[src/rtl/disp_pkg.sv]
// Shared display definitions: character codes and the scroller state encoding.
package disp_pkg;

    localparam logic [3:0] CH_MINUS = 4'd10;
    localparam logic [3:0] CH_F     = 4'd11;
    localparam logic [3:0] CH_BLANK = 4'd12;

    typedef enum logic [0:0] {
        IDLE = 1'b0,
        RUN  = 1'b1
    } state_e;

endpackage

[src/rtl/msg_scroller_tick_gen.sv]
// Scroll-step prescaler: counts 0..TICK_DIV-1 and flags the last count as a tick.
module tick_gen #(
    parameter int unsigned TICK_DIV = 25_000_000
) (
    input  logic clk,
    input  logic reset,
    input  logic clr,
    output logic tick
);

    localparam int unsigned CW = $clog2(TICK_DIV);

    logic [CW-1:0] cnt_q, cnt_d;

    assign tick = (cnt_q == CW'(TICK_DIV - 1));

    always_comb begin
        cnt_d = cnt_q + CW'(1);
        if (clr || tick) begin
            cnt_d = '0;
        end
    end

    always_ff @(posedge clk or posedge reset) begin
        if (reset) begin
            cnt_q <= '0;
        end else begin
            cnt_q <= cnt_d;
        end
    end

endmodule

[src/rtl/msg_scroller.sv]
// Scrolls a buffered message, padded with four blanks, through a 4-character window.
module msg_scroller
    import disp_pkg::*;
#(
    parameter int unsigned TICK_DIV = 25_000_000,
    parameter int unsigned MAX_LEN  = 16
) (
    input  logic                       clk,
    input  logic                       reset,
    input  logic                       wr_en,
    input  logic [$clog2(MAX_LEN)-1:0] wr_addr,
    input  logic [3:0]                 wr_data,
    input  logic [$clog2(MAX_LEN):0]   len,
    input  logic                       loop,
    input  logic                       start,
    input  logic                       stop,
    output logic                       busy,
    output logic                       wrap,
    output logic                       done,
    output logic [3:0]                 char3,
    output logic [3:0]                 char2,
    output logic [3:0]                 char1,
    output logic [3:0]                 char0
);

    localparam int unsigned AW = $clog2(MAX_LEN);
    localparam int unsigned LW = AW + 1;
    localparam int unsigned PW = $clog2(MAX_LEN + 4);

    state_e            state_q, state_d;
    logic [PW-1:0]     pos_q, pos_d;
    logic [LW-1:0]     len_q, len_d;
    logic              loop_q, loop_d;
    logic              busy_q, busy_d;
    logic              wrap_q, wrap_d;
    logic              done_q, done_d;
    logic [3:0][3:0]   char_q, char_d;
    logic [3:0]        buf_q [MAX_LEN];
    logic [3:0]        buf_d [MAX_LEN];

    logic              tick, tick_clr, start_ok;
    logic [PW:0]       period, idx;
    logic [3:0][3:0]   win;

    tick_gen #(
        .TICK_DIV (TICK_DIV)
    ) u_tick_gen (
        .clk   (clk),
        .reset (reset),
        .clr   (tick_clr),
        .tick  (tick)
    );

    assign start_ok = start && (len != '0) && (len <= LW'(MAX_LEN));
    assign period   = (PW+1)'(len_q) + (PW+1)'(4);

    always_comb begin
        buf_d = buf_q;
        if (wr_en) begin
            buf_d[wr_addr] = wr_data;
        end
    end

    always_comb begin
        state_d  = state_q;
        pos_d    = pos_q;
        len_d    = len_q;
        loop_d   = loop_q;
        wrap_d   = 1'b0;
        done_d   = 1'b0;
        tick_clr = 1'b0;
        unique case (state_q)
            IDLE: begin
                // Prescaler held at zero so the first step lands TICK_DIV cycles after start.
                tick_clr = 1'b1;
                if (start_ok) begin
                    state_d = RUN;
                    pos_d   = '0;
                    len_d   = len;
                    loop_d  = loop;
                end
            end
            RUN: begin
                if (stop) begin
                    state_d  = IDLE;
                    pos_d    = '0;
                    done_d   = 1'b1;
                    tick_clr = 1'b1;
                end else if (start_ok) begin
                    pos_d    = '0;
                    len_d    = len;
                    loop_d   = loop;
                    tick_clr = 1'b1;
                end else if (tick) begin
                    if ((PW+1)'(pos_q) == period - (PW+1)'(1)) begin
                        pos_d = '0;
                        if (loop_q) begin
                            wrap_d = 1'b1;
                        end else begin
                            state_d = IDLE;
                            done_d  = 1'b1;
                        end
                    end else begin
                        pos_d = pos_q + PW'(1);
                    end
                end
            end
            default: state_d = IDLE;
        endcase
        busy_d = (state_d == RUN);
    end

    // win[3] is the leftmost digit (stream index pos).
    always_comb begin
        win = '0;
        idx = '0;
        for (int k = 0; k < 4; k++) begin
            idx = (PW+1)'(pos_q) + (PW+1)'(k);
            if (idx >= period) begin
                idx = idx - period;
            end
            if (idx < (PW+1)'(len_q)) begin
                win[3-k] = buf_q[idx[AW-1:0]];
            end else begin
                win[3-k] = CH_BLANK;
            end
        end
        char_d = (state_q == RUN) ? win : {4{CH_BLANK}};
    end

    always_ff @(posedge clk or posedge reset) begin
        if (reset) begin
            state_q <= IDLE;
            pos_q   <= '0;
            len_q   <= '0;
            loop_q  <= 1'b0;
            busy_q  <= 1'b0;
            wrap_q  <= 1'b0;
            done_q  <= 1'b0;
            char_q  <= {4{CH_BLANK}};
            for (int i = 0; i < MAX_LEN; i++) begin
                buf_q[i] <= CH_BLANK;
            end
        end else begin
            state_q <= state_d;
            pos_q   <= pos_d;
            len_q   <= len_d;
            loop_q  <= loop_d;
            busy_q  <= busy_d;
            wrap_q  <= wrap_d;
            done_q  <= done_d;
            char_q  <= char_d;
            buf_q   <= buf_d;
        end
    end

    assign busy  = busy_q;
    assign wrap  = wrap_q;
    assign done  = done_q;
    assign char3 = char_q[3];
    assign char2 = char_q[2];
    assign char1 = char_q[1];
    assign char0 = char_q[0];

endmodule

[config.mk]
export PLATFORM = sky130hd
export DESIGN_NAME = msg_scroller
export DESIGN_NICKNAME = d
export VERILOG_FILES = /design/src/rtl/disp_pkg.sv /design/src/rtl/msg_scroller_tick_gen.sv /design/src/rtl/msg_scroller.sv
export SDC_FILE = /design/constraint.sdc
export NUM_CORES = 1
export LEC_CHECK = 0
export CORE_ASPECT_RATIO = 0.75
export CORE_MARGIN = 1
export CORE_UTILIZATION = 45
export CTS_CLUSTER_DIAMETER = 100
export DETAILED_ROUTE_END_ITERATION = 10
export PLACE_DENSITY = 0.59
export SLEW_MARGIN = 20
export SYNTH_ARGS = -nofsm -noshare
export SYNTH_HDL_FRONTEND = slang
export SYNTH_HIERARCHICAL = 1
export SYNTH_SLANG_ARGS = --single-unit
[constraint.sdc]
create_clock -name clk -period 5.1 [get_ports clk]
set_clock_uncertainty 0.2 [all_clocks]
set_input_delay 1.02 -clock clk [delete_from_list [all_inputs] [get_ports clk]]
set_output_delay 1.02 -clock clk [all_outputs]
set_load 0.01 [all_outputs]
After elaboration in Yosys (flattened, before gate mapping)
Cells that the tools add are included.
Cells by class
  muxes and demuxes: 57
  reduce and logical (&&, ||, !) cells: 6
  bitwise gates (word level): 6
  add/subtract/negate cells: 11
  magnitude comparators: 15
  eq/ne operators: 5
Operator list (count)
  4-bit binary-select mux with 4-bit select: 4
  64-bit bitwise mux: 1
  4-bit 2-to-1 mux: 13
  5-bit 2-to-1 mux: 7
  25-bit by 1-bit adder with 25-bit output (second input constant): 1
  25-bit == test (second input constant): 1
  5-bit greater-or-equal comparator (second input constant): 5
  25-bit 2-to-1 mux: 1
  4-bit NOT with 5-bit output: 5
  6-bit by 5-bit < comparator with 1-bit output: 4
  6-bit 2-to-1 mux: 4
  1-bit 2-to-1 mux: 20
  5-bit case mux with 2 select lines: 2
  6-bit greater-or-equal comparator: 3
  6-bit subtractor: 3
  4-bit demux with 4-bit select: 1
  16-bit 2-to-1 mux: 1
  5-bit by 2-bit adder with 6-bit output (second input constant): 2
  5-bit by 1-bit adder with 6-bit output (second input constant): 1
  5-bit by 3-bit adder with 6-bit output (second input constant): 1
  5-bit by 6-bit == test with 1-bit output: 1
  5-bit by 6-bit greater-or-equal comparator with 1-bit output: 1
  1-bit case mux with 2 select lines: 3
  5-bit by 6-bit subtractor with 6-bit output: 1
  other kinds (11): 14
Storage, ports and cells
  flip-flop bits (word level): 119
  logic and storage cells: 127
  input bits: 19
  output and inout port bits: 19

Logic depth before layout (Yosys ltp)
Gate-level depths: netlist of the first run.
  depth in word-level cells: 9
  mapped depth: 19
  depth with buffers taken out: 18

By module
Netlist of the first run, hierarchy kept.
Modules (own cells, without submodules)
  msg_scroller: area each 7772.5 µm², cells an instance 734, seq. area each 2402.3 µm², times used 1
  tick_gen: area each 1282.5 µm², cells an instance 139, seq. area each 625.6 µm², times used 1

Least setup slack after synthesis of the first run
Ideal clock, no wire load.
  kind: register -> register
  from: register pos_q[1]
  to: register char_q (netlist bit char0[0])
  data arrival time: 4324 ps
  required time: 4822 ps
  path buffers: 1
  slack: 498 ps
  setup time: 78 ps
  period minus slack after synthesis: 4602 ps
  cell stages (with the launch flop): 20
  cell sequence: dfrtp_1 inv_1 ha_1 a21oi_1 xor2_1 inv_1 ha_1 o21a_1 o31ai_2 a21oi_4 mux2_2 buf_2 inv_1 ha_1 a21oi_1 nor2b_1 or4b_1 a211o_1 or2_1 o2bb2ai_1
RTL lines
  start, declared: RTL line msg_scroller.sv:31  | logic [PW-1:0] pos_q, pos_d;
  start signal, assigned: RTL line msg_scroller.sv:146  | pos_q <= pos_d;
  end signal, assigned: RTL line msg_scroller.sv:140  | char_q <= {4{CH_BLANK}};
  end signal, assigned: RTL line msg_scroller.sv:152  | char_q <= char_d;
  end, declared: RTL line msg_scroller.sv:37  | logic [3:0][3:0] char_q, char_d;

==> results.py, run 1 <==
metrics = {
    "detailed_routing": {
        "final_antenna_net_count": 0,
        "drt_iter0_markers": 715,
        "drc": 5,
        "drt-total-wl_um": 25850,
        "firstDrtPassIters": 10,
        "vias": 7187,
        "routedWlPerCell_um": 21.80,
        "routed_via_density": 6.060,
    },
    "finish": {
        "layout.cells.non_filler": 1186,
        "multi_input_area_mm2": 0.005705,
        "synthToLayoutAreaGrowth_pct": 14.65,
        "regArea_mm2": 0.003028,
        "fillers": 1725,
        "drive_above_1_share": 0.2337,
        "diodes": 0,
        "final_core_util": 0.5312,
        "fin_area_mm2": 0.01038,
        "finalNetCount": 988,
    },
    "placement": {
        "dp_slack_ns": 0.3689,
        "gp_congestion": 0.9364,
        "hpwl_um": 19200,
        "dpl.cell_count": 1155,
        "numPortBuffers": 37,
        "placed_area_mm2": 0.009774,
    },
    "clock_network": {
        "cts_root_buf": "clkbuf_16",
        "cts_hold_buf": 0,
        "clk_pin_slew_ns": 0.06,
        "postCtsSetupRepairBufs": 0,
        "cts_buffers": 17,
        "cts_tree": "yes",
        "insertion_delay_ns": 0.42,
        "cts_num_sinks": 119,
        "clockBufferDepth": 2,
        "post_cts_resized": 0,
        "htreeDepth": 4,
    },
    "floorplanning": {
        "die_y_um": 124.8,
        "placementRows": 44,
        "start_util": 0.4633,
        "chipWidth_um": 165.8,
        "dieArea_mm2": 0.02070,
        "coreArea_mm2": 0.01954,
        "io_pins": 38,
    },
    "logic_synthesis": {
        "synth_top_flop_cell": "dfrtp_1",
        "synth_seq_cells": 119,
        "netlist_instances": 873,
        "synth_top_family_by_area": "multiplexers",
        "yosys.area_share.adder": 0.06964,
        "synth_fp_nets": 940,
        "synth_warnings": 6,
        "avgSynthCellArea_um2": 10.37,
        "ys_seq_area_frac": 0.3344,
        "synth_cell_types": 69,
        "synthSimpleGateAreaFrac": 0.1351,
        "synth_xor_area_frac": 0.03966,
        "synth-edff-count": 0,
        "synthMuxAreaShare": 0.2701,
        "synthArstFlopShare": 1.000,
        "synth_compound_area_frac": 0.1129,
        "synth_area_mm2": 0.009055,
    },
    "worst_setup_path": {
        "worst-path-max-fanout": 10,
        "worstSetupEndpointType": "register",
        "required_ns": 5.23,
        "critPathKind": "reg2reg",
        "critical_path_buf_inv_count": 3,
        "crit_arrival_ns": 4.94,
        "startpoint_type": "register",
        "crit_chain": "inv_1, ha_1, a21oi_1, xor2_1, inv_1, ha_1, o21a_1, o31ai_2, a21oi_4, mux2_2, inv_1, ha_1, a21oi_1, nor2b_1, or4b_1, a211o_1, or2_1, o2bb2ai_1",
        "critPathMaxStageDelay_ns": 0.49,
        "crit_family": "compound AO/OA/AOI/OAI gates",
        "slowest_stage": "or4b_1",
    },
    "grt": {
        "grt_pass1_vias": 6813,
        "grt_util_all_layers": 0.2604,
        "antenna_found_initial": 0,
        "grt_overflow_total": 0,
        "grt_pass1_wl_um": 41000,
        "grt_max_degree": 57,
    },
    "sta": {
        "fin_crit_sh": 0.9432,
        "setup_slack_ns": 0.2895,
        "tightest_slew_ns": 0.9832,
        "whs_ns": 0.2832,
        "fin_crit_ns": 4.810,
        "timing_max_transition_violations_final": 0,
        "rsz0062_at_grt": "false",
        "hold_viol": 0,
        "slew_headroom": 0.3395,
        "max_freq_mhz": 207.9,
        "timing.setup.tns_ns": 0,
        "setup_viol": 0,
    },
    "worst_hold_path": {
        "min_path_type": "reg2reg",
    },
    "power_and_ir_drop": {
        "p_total_mw": 4.554,
        "vdd_drop_max_mv": 0.1856,
        "p_per_area_mw_per_mm2": 438.6,
        "p_leak_nw": 4.355,
    },
    "job": {
        "cap_violations": 0,
    },
    "run_status": {
        "status": "finished, violations left",
        "violations": "design-rule violations",
    },
}
==> area by class of cell <==
class | instances | share of cell area
Clock buffer | 21 | 0.04435
Clock inverter | 10 | 0.01398
Inverter | 42 | 0.01543
Multi-Input combinational cell | 678 | 0.5496
Sequential cell | 119 | 0.2917
Tap cell | 253 | 0.03049
Timing Repair Buffer | 63 | 0.05448
==> final timing paths <==
path / slack, ns / startpoint / to / cells past startpoint
setup / recovery: 0.29 / pos_q[1]$_DFFE_PP0P_ / char0[1]$_DFF_PP0_ / 18
hold / removal: 0.28 / u_tick_gen/cnt_q[0]$_DFF_PP0_ / u_tick_gen/cnt_q[0]$_DFF_PP0_ / 1
min in group asynchronous: 0.89 / reset / u_tick_gen/cnt_q[21]$_DFF_PP0_ / 2
setup reg to reg: 0.29 / pos_q[1]$_DFFE_PP0P_ / char0[1]$_DFF_PP0_ / 18
hold reg to reg: 0.28 / u_tick_gen/cnt_q[0]$_DFF_PP0_ / u_tick_gen/cnt_q[0]$_DFF_PP0_ / 1
max in group asynchronous: 2.95 / reset / buf_q[6]$_DFFE_PP1P_ / 3
==> cell families (layout without fill, tap and decap cells) <==
| logic type | Yosys count | count (layout) |
|---|---|---|
| flip-flops | 119 | 119 |
| buffers and inverters | 76 | 136 |
| AND/OR/NAND/NOR | 247 | 247 |
| XOR/XNOR | 41 | 41 |
| multiplexers | 196 | 196 |
| AO/OA/AOI/OAI | 146 | 146 |
| adder cells (fa/ha/maj) | 48 | 48 |
==> report_power, final <==
part           internal (mW)  total (mW)  leakage [nW]  switching (mW)
combinational          0.882        1.84          2.62           0.955
sequential              1.20        1.46          1.45           0.259
clock                  0.795        1.26         0.290           0.460
total                   2.88        4.55          4.35            1.67
==> sequential cells by signal, summed over array words and instances (netlist names) <==
signal and flops:
buf_q 64, char2 4, done 1, char3 4, loop_q 1, u_tick_gen/cnt_q 25, wrap 1, pos_q 5
busy 1, char0 4, char1 4, len_q 5
==> metal layers <==
layer | share of wire | vias up | global-route usage
li1 | - | 3335 | -
met1 | 0.49 | 3570 | 0.4051
met2 | 0.42 | 259 | 0.3671
met3 | 0.075 | 23 | 0.04894
met4 | 0.010 | 0 | 0.05992
met5 | 0 | - | 0
==> cell usage in the layout, fill, tap and decap left out, drive strengths merged, types with 24 or more instances in the layout <==
master and count:
nor2 56, clkdlybuf4s50 37, buf 26, mux2 72, inv 43, mux2i 97
dfrtp 79, nand3 24, dfstp 40, mux4 27, ha 44, nand2 75
a21oi 38
==> cells in the mapped netlist (5+ instances only) <==
cell type	count	share of area
xnor2_1	23	0.022
and2_1	8	0.0055
a21o_1	8	0.0066
o31ai_1	7	0.0058
nand3_1	23	0.013
a22oi_1	7	0.0058
a32oi_1	6	0.0058
buf_2	15	0.0083
a31oi_1	10	0.0069
dfstp_2	40	0.12
nor3_1	12	0.0066
xor2_1	18	0.017
nor2b_1	15	0.010
mux4_2	27	0.067
dfrtp_1	79	0.22
or4_1	10	0.0083
o22ai_1	5	0.0035
a211oi_1	8	0.0066
a21oi_1	34	0.019
nand2_1	75	0.031
mux2_2	72	0.090
clkbuf_1	10	0.0041
nor2_1	56	0.023
mux2i_2	5	0.0076
mux2i_1	89	0.098
ha_1	44	0.061
nand4_1	6	0.0041
or3_1	5	0.0035
inv_1	40	0.017
o21ai_0	22	0.012
nand2b_1	9	0.0062
nand3b_1	8	0.0066
(Power assumes the default switching activity.)
==> run 2: changes to the inputs <==
--- a/config.mk
+++ b/config.mk
@@ -5,11 +5,12 @@
 export SDC_FILE = /design/constraint.sdc
 export NUM_CORES = 1
 export LEC_CHECK = 0
-export CORE_ASPECT_RATIO = 0.75
+export CORE_ASPECT_RATIO = 1.75
 export CORE_MARGIN = 1
 export CORE_UTILIZATION = 45
 export CTS_CLUSTER_DIAMETER = 100
 export DETAILED_ROUTE_END_ITERATION = 10
+export HOLD_SLACK_MARGIN = 0.12
 export PLACE_DENSITY = 0.59
 export SLEW_MARGIN = 20
 export SYNTH_ARGS = -nofsm -noshare
==> run 2 against run 1 <==
Net effect:
- the flow now finishes without violations
- design area up 0.30%
- core utilization down 0.37 points
- critical path depth unchanged
- cell count up 0.25%
- sequential power about the same
- clock-buffer cell count down 2
- die area about the same
- routed wire length up 4.4%
- critical endpoint unchanged
- largest power group unchanged
==> results.py, run 2 (synthesis gave the netlist of run 1 again) <==
metrics = {
    "detailed_routing": {
        "drc": 0,
        "firstDrtPassIters": 5,
        "vias": 7309,
        "routed_via_density": 6.147,
        "routedWlPerCell_um": 22.69,
        "final_antenna_net_count": 0,
        "drt-total-wl_um": 26980,
        "drt_iter0_markers": 577,
    },
    "grt": {
        "grt_pass1_wl_um": 41900,
        "global_route.usage.met3": 0.04077,
        "grt_max_degree": 77,
        "grt_overflow_total": 0,
        "grt_use_met1": 0.2880,
        "met2_usage": 0.4891,
        "busiest_layer": "met2",
        "antenna_found_initial": 0,
        "grt_util_all_layers": 0.2760,
        "grt_pass1_vias": 7339,
    },
    "worst_setup_path": {
        "rrSetupSlack_ns": 0.41,
        "worstSetupEndpointType": "register",
        "r2r-start": "pos_q[1]$_DFFE_PP0P_",
        "worstSetupStartpoint": "pos_q[1]$_DFFE_PP0P_",
        "startpoint_type": "register",
        "worst-path-max-fanout": 13,
        "crit_path_end": "char0[1]$_DFF_PP0_",
        "critPathKind": "reg2reg",
        "required_ns": 5.25,
        "reg2reg_depth": 18,
        "crit_arrival_ns": 4.83,
        "r2r_end": "char0[1]$_DFF_PP0_",
    },
    "sta": {
        "max_freq_mhz": 213.4,
        "slew_headroom": 0.3428,
        "timing_max_transition_violations_final": 0,
        "fin_crit_ns": 4.686,
        "hold_viol": 0,
        "rsz0062_at_grt": "false",
        "tightest_slew_ns": 0.9857,
        "fin_crit_sh": 0.9188,
        "timing.setup.tns_ns": 0,
        "setup_viol": 0,
        "setup_slack_ns": 0.4143,
    },
    "floorplanning": {
        "placementRows": 68,
        "chipWidth_um": 109.2,
        "dieArea_mm2": 0.02072,
        "start_util": 0.4587,
        "coreArea_mm2": 0.01974,
        "die_y_um": 189.7,
        "io_pins": 38,
    },
    "power_and_ir_drop": {
        "p_leak_nw": 4.386,
        "vdd_drop_max_mv": 0.2363,
        "p_per_area_mw_per_mm2": 431.2,
    },
    "job": {
        "cap_violations": 0,
    },
    "finish": {
        "final_common_cell": "mux2i_1",
        "final_cell_mix": "mux2i_1, dfrtp_1, nand2_1, mux2_2, nor2_1",
        "diodes": 0,
        "reg_top3": "buf_q (64), u_tick_gen/cnt_q (25)",
        "fin_area_mm2": 0.01041,
        "largest_reg_flops": 64,
        "synthToLayoutAreaGrowth_pct": 14.99,
        "regMostFlops": "buf_q",
        "finalNetCount": 998,
        "drive_above_1_share": 0.2458,
    },
    "worst_hold_path": {
        "hold_depth": 1,
        "min_path_type": "reg2reg",
    },
    "placement": {
        "dp_slack_ns": 0.3215,
        "numPortBuffers": 37,
        "gp_congestion": 0.9193,
        "hpwl_um": 21080,
        "placed_area_mm2": 0.009818,
    },
    "clock_network": {
        "insertion_delay_ns": 0.44,
        "clockBufferDepth": 2,
        "htreeDepth": 4,
        "postCtsSetupRepairBufs": 0,
        "clk_pin_slew_ns": 0.06,
        "cts_buffers": 17,
        "cts_root_buf": "clkbuf_16",
        "cts_tree": "yes",
        "post_cts_resized": 0,
        "cts_hold_buf": 0,
        "cts_num_sinks": 119,
    },
    "run_status": {
        "status": "complete, no violations",
    },
}
==> run 2: cell types whose count changed in the layout (fill, tap and decap cells not counted), sizes merged <==
cell | before | now
buf | 26 | 36
bufinv | 3 | 0
clkbuf | 21 | 19
clkinv | 4 | 5
clkinvlp | 2 | 3
inv | 43 | 47
==> run 2: routing by layer <==
metal,wire [um],part of all wire
met1,9600,0.36
met2,14170,0.53
met3,976,0.036
met4,2232,0.083
met5,0,0
==> run 2: metrics by stage <==
stage | util | instances | hold slack [ns] | power (mW)
final | 0.5275 | 1189 | 0.2809 | 4.490
after global routing | 0.5275 | 1189 | 0.3061 | 4.721
after CTS | 0.5261 | 1186 | 0.2881 | 4.484
after detailed placement | 0.4974 | 1154 | 0.2758 | 3.317
after global placement | 0.4974 | 1154 | 0.2694 | 3.312
after floorplan | - | 873 | 0.2535 | 2.659
==> run 2: how the worst min path moves through the flow <==
| stage | startpoint | to | slack, ns |
|---|---|---|---|
| floorplan | u_tick_gen/cnt_q[0]$_DFF_PP0_ | u_tick_gen/cnt_q[0]$_DFF_PP0_ | 0.25 |
| global placement | u_tick_gen/cnt_q[0]$_DFF_PP0_ | u_tick_gen/cnt_q[0]$_DFF_PP0_ | 0.27 |
| detailed placement | u_tick_gen/cnt_q[0]$_DFF_PP0_ | u_tick_gen/cnt_q[0]$_DFF_PP0_ | 0.28 |
| CTS | u_tick_gen/cnt_q[0]$_DFF_PP0_ | u_tick_gen/cnt_q[0]$_DFF_PP0_ | 0.29 |
| global route | u_tick_gen/cnt_q[0]$_DFF_PP0_ | u_tick_gen/cnt_q[0]$_DFF_PP0_ | 0.31 |
| finish | u_tick_gen/cnt_q[0]$_DFF_PP0_ | u_tick_gen/cnt_q[0]$_DFF_PP0_ | 0.28 |
==> run 2: area by class of cell <==
type,instances,area (um2)
clock buffers,19,452.9
clock inverters,13,113.9
fillers,1815,9326
inverters,42,160.2
multi-input cells,678,5710
flip-flops and latches,119,3028
well taps,245,306.5
repair buffers,73,640.6
==> run 2: report_power, final <==
| part | switching [mW] | internal, mW | leakage (nW) |
|---|---|---|---|
| logic | 0.973 | 0.907 | 2.67 |
| registers | 0.259 | 1.20 | 1.45 |
| clock network | 0.489 | 0.660 | 0.272 |
==> run 2: critical path: stages (launching register included) <==
cell       delay (ns)
dfrtp_1          0.37
inv_1            0.15
ha_1             0.23
a21oi_1          0.31
xor2_1           0.22
inv_1            0.07
ha_1             0.35
o21a_1           0.15
o31ai_2          0.08
a21oi_4          0.23
mux2_2           0.51
inv_1            0.10
ha_1             0.24
a21oi_1          0.13
nor2b_1          0.05
or4b_1           0.49
a211o_1          0.31
or2_1            0.23
o2bb2ai_1        0.17
==> RTL edit 1 (flow settings as in run 2) <==
Make the reset (`reset`) synchronous in 2 clocked blocks.
--- a/src/rtl/msg_scroller_tick_gen.sv
+++ b/src/rtl/msg_scroller_tick_gen.sv
@@ -23,3 +23,3 @@
 
-    always_ff @(posedge clk or posedge reset) begin
+    always_ff @(posedge clk) begin
         if (reset) begin
--- a/src/rtl/msg_scroller.sv
+++ b/src/rtl/msg_scroller.sv
@@ -130,3 +130,3 @@
 
-    always_ff @(posedge clk or posedge reset) begin
+    always_ff @(posedge clk) begin
         if (reset) begin
Formal check against the unedited RTL: differs if reset is asserted again (counterexample within 4 cycles, from zero or initial values and one cycle with reset high); with reset held inactive, the same outputs for 10 cycles.
==> RTL edit 1 against run 2 <==
  * Maximum frequency grew 2.4%
  * Synthesized cell count grew 19%
  * Worst setup slack better by 0.11 ns
  * Count of clock-buffer cells in the layout increased by 5
  * Sequential share of layout area decreased by 5.2 points
  * Sequential cell count unchanged
  * Design area is 4.2% lower
  * Synthesized area fell by 3.6%
  * Wire length increased by 5.5%
  * Worst hold slack got worse by 0.039 ns
  * First-iteration DRC count down 13%
  * Critical endpoint is now char3[3]$_SDFF_PP1_
  * Non-clock buffer count is 7 lower
Power is not compared: it rests on default switching activity, and its combinational part moved more than twofold at a synthesized area within 25%.
==> RTL edit 1: results (changes against run 2) <==
| Metric | Value |
|---|---|
| Status | `finished, final reports clean` |
| # port buffers | `37 (unchanged)` |
| CP Launch Point | `pos_q[0]$_SDFFE_PP0P_` |
| Crit path DAT | `4.68 ns (-0.15 ns)` |
| Via/cell ratio | `6.056 (-1.5%)` |
| Clock Latency Late Sink | `0.44 ns (about the same)` |
| Crit. End Element | `flip-flop` |
| Synth top cells by count | `126 x mux2i_1, 119 x dfxtp_1, 116 x nand2_1` |
| Clock buffer depth | `2 (unchanged)` |
| CP top delay family | `compound AO/OA/AOI/OAI gates` |
| Switch Pwr | `about 640 uW` |
| GRT Total Usage | `29.38% (+1.8 points)` |
| CTS Root Cell | `clkbuf_16` |
| Post-synthesis cell type count | `70 (+1.4%)` |
| CTS clk-pin slew, worst paths | `0.05 ns` |
| N_diodes | `0 (unchanged)` |
| Post-CTS Setup Bufs | `0 (unchanged)` |
| Synth Area in Compound Gates | `16.99% (+5.7 points)` |
| Synth warnings | `6 (unchanged)` |
| Number of gates resized after cts | `0 (unchanged)` |
| First-pass GRT wire length | `43.39 mm (+3.6%)` |
| R2r endpoint | `char3[3]$_SDFF_PP1_` |
| HPWL Detailed | `21.41 mm (+1.6%)` |
| Num CTS Buffers | `17 (unchanged)` |
| Asr flop ratio synth | `0% (-100 points)` |
| Nets | `1137 (+14%)` |
| Largest net degree at the start of global routing | `70 (-9.1%)` |
| Worst Path Max Fanout | `14 (+1)` |
| Adder-Cell Fraction of Synth Area | `7.221% (+0.26 points)` |
| Routed WL | `28.48 mm (+5.5%)` |
| CP max stage delay | `around 0.52 ns` |
| Slew @ Worst Pin | `1.058 ns (+0.07200 ns)` |
| Worst path slowest cell | `dfxtp_1` |
| Hold Path Class | `reg2reg` |
| Seq/Total Area, Yosys | `27.28% (-6.2 points)` |
| Pre-Repair DR Iteration Count | `5 (unchanged)` |
| Mux cell area share after synthesis | `17.13% (-9.9 points)` |
| Vias | `7994 (+9.4%)` |
| Synth Area in XOR/XNOR | `4.212% (+0.25 points)` |
| Register-to-Register Setup Slack | `0.52 ns (+0.11 ns)` |
| Leak | `3.794 nW` |
| Initial antenna violation count | `0 (unchanged)` |
| Placed Instances | `1292 (+12%)` |
| Post-synthesis area per instance | `8.397 um2 (-19%)` |
| Largest cells by area after synthesis | `dfxtp_1 27%, mux2i_1 14%, ha_1 6.3%, nand2_1 5.0%, nor2_1 3.5%` |
| H-tree levels | `4 (unchanged)` |
| Primary FF master, synth | `dfxtp_1` |
| Vias in the first global route | `7649 (+4.2%)` |
| Biggest regs | `buf_q x64, u_tick_gen/cnt_q x25` |
| Initial DRC count | `500 (-13%)` |
| Share of cells above drive strength 1 | `8.063% (-17 points)` |
| Syn nets | `1107 (+18%)` |
| Max IR drop VDD | `approximately 230 uV` |
| Gpl congestion | `0.9168 (-0.27%)` |
[RTL edit 1: cell families after synthesis]
logic type | after synthesis
simple gates | 401
compound gates | 205
mux | 138
flops | 119
buf+inv | 87
fa+ha+maj | 48
xor+xnor | 42
[RTL edit 1: routing by layer]
metal  routed length (um)  track usage, %  share of wire, %
met4                 1651           18.68               5.8
met2                14900           54.66                52
met3                  876           3.693               3.1
met1                11050           30.83                39
met5                    0               0                 0
[RTL edit 1: how the worst min path moves through the flow]
stage | startpoint | endpoint | slack [ns] | depth (start not counted)
after floorplan | u_tick_gen/cnt_q[0]$_SDFF_PP0_ | u_tick_gen/cnt_q[0]$_SDFF_PP0_ | 0.21 | 1
after global placement | u_tick_gen/cnt_q[0]$_SDFF_PP0_ | u_tick_gen/cnt_q[0]$_SDFF_PP0_ | 0.23 | 1
after detailed placement | u_tick_gen/cnt_q[0]$_SDFF_PP0_ | u_tick_gen/cnt_q[0]$_SDFF_PP0_ | 0.24 | 1
after CTS | u_tick_gen/cnt_q[0]$_SDFF_PP0_ | u_tick_gen/cnt_q[0]$_SDFF_PP0_ | 0.24 | 1
after global routing | u_tick_gen/cnt_q[0]$_SDFF_PP0_ | u_tick_gen/cnt_q[0]$_SDFF_PP0_ | 0.31 | 1
final | u_tick_gen/cnt_q[0]$_SDFF_PP0_ | u_tick_gen/cnt_q[0]$_SDFF_PP0_ | 0.24 | 1
[RTL edit 1: metrics by stage]
| stage | hold slack [ns] | area [um2] | total power, mW | setup WS, ns | utilization [%] |
|---|---|---|---|---|---|
| after global routing | 0.3088 | 9980 | 2.559 | 0.3247 | 52.21 |
| after CTS | 0.2435 | 9980 | 2.488 | 0.6370 | 52.21 |
| after global placement | 0.2264 | 9418 | 1.311 | 0.6270 | 49.27 |
| after detailed placement | 0.2361 | 9418 | 1.310 | 0.6664 | 49.27 |
| final | 0.2418 | 9980 | 2.471 | 0.5235 | 52.21 |
| after floorplan | 0.2129 | 8733 | 1.202 | 0.2771 | - |
[RTL edit 1: power groups by stage]
stage,registers (mW),clock network [mW],logic [mW]
finish,0.962,1.17,0.334
global route,0.963,1.24,0.359
CTS,0.961,1.20,0.331
detailed placement,0.981,0,0.329
global placement,0.981,0,0.330
floorplan,0.975,0,0.227
[RTL edit 1: cell type report]
type | count | area (um2)
Clock buffer | 24 | 491.7
Multi-Input combinational cell | 834 | 6018
Sequential cell | 119 | 2382
Fill cell | 1871 | 9134
Timing Repair Buffer | 66 | 595.6
Tap cell | 241 | 301.5
Clock inverter | 4 | 70.07
Inverter | 32 | 120.1
==> RTL edit 2 (config.mk and constraints of run 2) <==
Without the edit above. `TICK_DIV` is set to 25_000_000 in 2 places; all go to 6_250_000.
--- a/src/rtl/msg_scroller_tick_gen.sv
+++ b/src/rtl/msg_scroller_tick_gen.sv
@@ -2,3 +2,3 @@
 module tick_gen #(
-    parameter int unsigned TICK_DIV = 25_000_000
+    parameter int unsigned TICK_DIV = 6_250_000
 ) (
--- a/src/rtl/msg_scroller.sv
+++ b/src/rtl/msg_scroller.sv
@@ -4,3 +4,3 @@
 #(
-    parameter int unsigned TICK_DIV = 25_000_000,
+    parameter int unsigned TICK_DIV = 6_250_000,
     parameter int unsigned MAX_LEN  = 16
Check against the original RTL: no difference found for any inputs over 4 cycles, from zero or initial values and one cycle with reset high; that may be too few to reach the edited logic, so the function may still have changed.
==> RTL edit 2 against run 2 <==
  * Design area down 0.44%
  * Worst setup slack better by 0.16 ns
  * Synthesized area is 0.19% lower
  * Maximum frequency rose by 3.4%
  * Utilization fell by 0.23 points
  * First-iteration DRC count grew 4.5%
  * Power grew 0.83%
  * Wire length is 0.77% higher
  * Critical path depth down 3
  * Sequential cell count down 2
  * Critical path type unchanged
==> RTL edit 2: results (changes against run 2) <==
| Metric | Value |
|---|---|
| Status | `finished, final reports clean` |
| H-tree levels | `4 (unchanged)` |
| Biggest regs | `buf_q x64, u_tick_gen/cnt_q x23` |
| Share of cells above drive strength 1 | `25.27% (+0.69 points)` |
| Most flops, register | `buf_q` |
| Hold Path Class | `reg2reg` |
| Worst r2r path cells | `15 (-3)` |
| R2r endpoint | `char0[1]$_DFF_PP0_` |
| Num CTS Buffers | `17 (unchanged)` |
| HPWL Detailed | `21.22 mm (+0.69%)` |
| Register-to-Register Setup Slack | `0.57 ns (+0.16 ns)` |
| Post-synth top area share | `21.32% (-0.51 points)` |
| Clock buffer depth | `2 (unchanged)` |
| Hold endpoint | `u_tick_gen/cnt_q[0]$_DFF_PP0_` |
| Synth top cells by count | `89 x mux2i_1, 77 x dfrtp_1, 74 x nand2_1` |
| Largest net degree at the start of global routing | `74 (-3.9%)` |
| GRT Total Usage | `27.97% (+0.37 points)` |
| CTS clk-pin slew, worst paths | `0.07 ns` |
| Crit path DAT | `4.69 ns (-0.14 ns)` |
| Post-Syn Instances | `865 (-0.92%)` |
| Gpl congestion | `0.9067 (-1.4%)` |
| Post-CTS Setup Bufs | `0 (unchanged)` |
| Hold_sp | `u_tick_gen/cnt_q[0]$_DFF_PP0_` |
| Placed Instances | `1147 (-0.61%)` |
| Max IR drop VDD | `208.3 uV (-12%)` |
| Initial DRC count | `603 (+4.5%)` |
| Hold depth | `1 (unchanged)` |
| Post-DP Area | `9778 um2 (-0.41%)` |
| Wirelength per Cell | `23.06 um (+1.6%)` |
| Synth warnings | `6 (unchanged)` |
| N_diodes | `0 (unchanged)` |
| Seq/Total Area, Yosys | `32.95% (-0.49 points)` |
| CP Launch Point | `len_q[2]$_DFFE_PP0P_` |
| Leak | `4.367 nW (-0.44%)` |
| CTS Root Cell | `clkbuf_16` |
| Clock Latency Late Sink | `0.44 ns (about the same)` |
| Initial antenna violation count | `0 (unchanged)` |
| First-pass GRT wire length | `42.03 mm (+0.31%)` |
| Syn nets | `932 (-0.85%)` |
| Asr flop ratio synth | `100.0% (unchanged)` |
| Vias in the first global route | `7345 (+0.082%)` |
| Nets | `988 (-1.0%)` |
| Max_slew headroom | `27.16% (-7.1 points)` |
| Worst Path Max Fanout | `10 (-3)` |
| Non-Filler Instances | `1179 (-0.84%)` |
| Largest cells by area after synthesis | `dfrtp_1 21%, dfstp_2 12%, mux2i_1 9.9%, mux2_2 9.0%, mux4_2 6.7%` |
| Total grt overflow | `0 (unchanged)` |
| Pre-Repair DR Iteration Count | `5 (unchanged)` |
| Number of gates resized after cts | `0 (unchanged)` |
| Via/cell ratio | `6.056 (-1.5%)` |
| Post-synthesis cell type count | `75 (+8.7%)` |
| # port buffers | `37 (unchanged)` |
[RTL edit 2: cell types whose count changed after synthesis, moves of 3 or more]
cell / run 2 / this run
or4_4: 0 / 3
nand3_1: 23 / 20
or4_1: 10 / 5
or3_2: 0 / 3
buf_2: 15 / 12
a21oi_1: 34 / 31
nor2_1: 56 / 52
[RTL edit 2: kinds of logic (layout without fill, tap and decap cells)]
| logic type | count (synthesis) | in the layout | synth area share, % |
|---|---|---|---|
| simple gates | 247 | 247 | 14.20 |
| fa+ha+maj | 48 | 48 | 6.978 |
| compound gates | 143 | 143 | 11.06 |
| flops | 117 | 117 | 32.95 |
| buf+inv | 74 | 143 | 3.863 |
| mux | 196 | 196 | 27.07 |
| xor+xnor | 40 | 40 | 3.877 |
[RTL edit 2: layout make-up]
class	count	area [um2]
fill	1839	9373
inverter	42	160.2
tap	245	306.5
clock buffer	18	439.2
multi-input combinational	674	5723
clock inverter	14	148.9
sequential	117	2978
timing repair buffer	69	610.6
[RTL edit 2: how the worst max path moves through the flow]
| stage | to | slack, ns | depth (start not counted) |
|---|---|---|---|
| final | char0[1]$_DFF_PP0_ | 0.57 | 15 |
| after global routing | char0[1]$_DFF_PP0_ | 0.25 | 18 |
| after CTS | char0[1]$_DFF_PP0_ | 0.53 | 15 |
| after detailed placement | char0[1]$_DFF_PP0_ | 0.55 | 15 |
| after global placement | char0[0]$_DFF_PP0_ | 0.61 | 18 |
| after floorplan | char0[0]$_DFF_PP0_ | 0.50 | 19 |
[RTL edit 2: per-layer routing]
layer	track usage [%]	vias up	wire, um
li1	-	3328	-
met1	28.19	3459	9478
met2	49.98	243	14440
met3	4.475	110	917
met4	21.36	0	2359
met5	0	-	0
[RTL edit 2: critical path, cell delays in order (launching register included)]
cell and delay, ns:
dfrtp_1 0.45, ha_1 0.28, xnor2_1 0.66, ha_1 0.31, o21a_1 0.14, nor2_1 0.06
a21oi_4 0.32, mux2_2 0.40, inv_1 0.06, ha_1 0.23, a21oi_1 0.13, nor2b_1 0.05
or4b_1 0.49, a211o_1 0.31, or2_1 0.23, o2bb2ai_1 0.15
[RTL edit 2: per-stage QoR]
step	hold slack, ns	utilization [%]	setup slack (ns)
2_1_floorplan	0.2535	-	0.4984
3_3_place_gp	0.2859	49.54	0.6139
3_5_place_dp	0.2836	49.54	0.5521
4_1_cts	0.2905	52.52	0.5308
5_1_grt	0.2961	52.52	0.2508
6_report	0.2870	52.52	0.5693
[RTL edit 2: power breakdown]
| part | switching, mW | internal [mW] |
|---|---|---|
| combinational | 0.978 | 0.896 |
| clock | 0.486 | 0.735 |
| sequential | 0.246 | 1.19 |
| total | 1.71 | 2.82 |
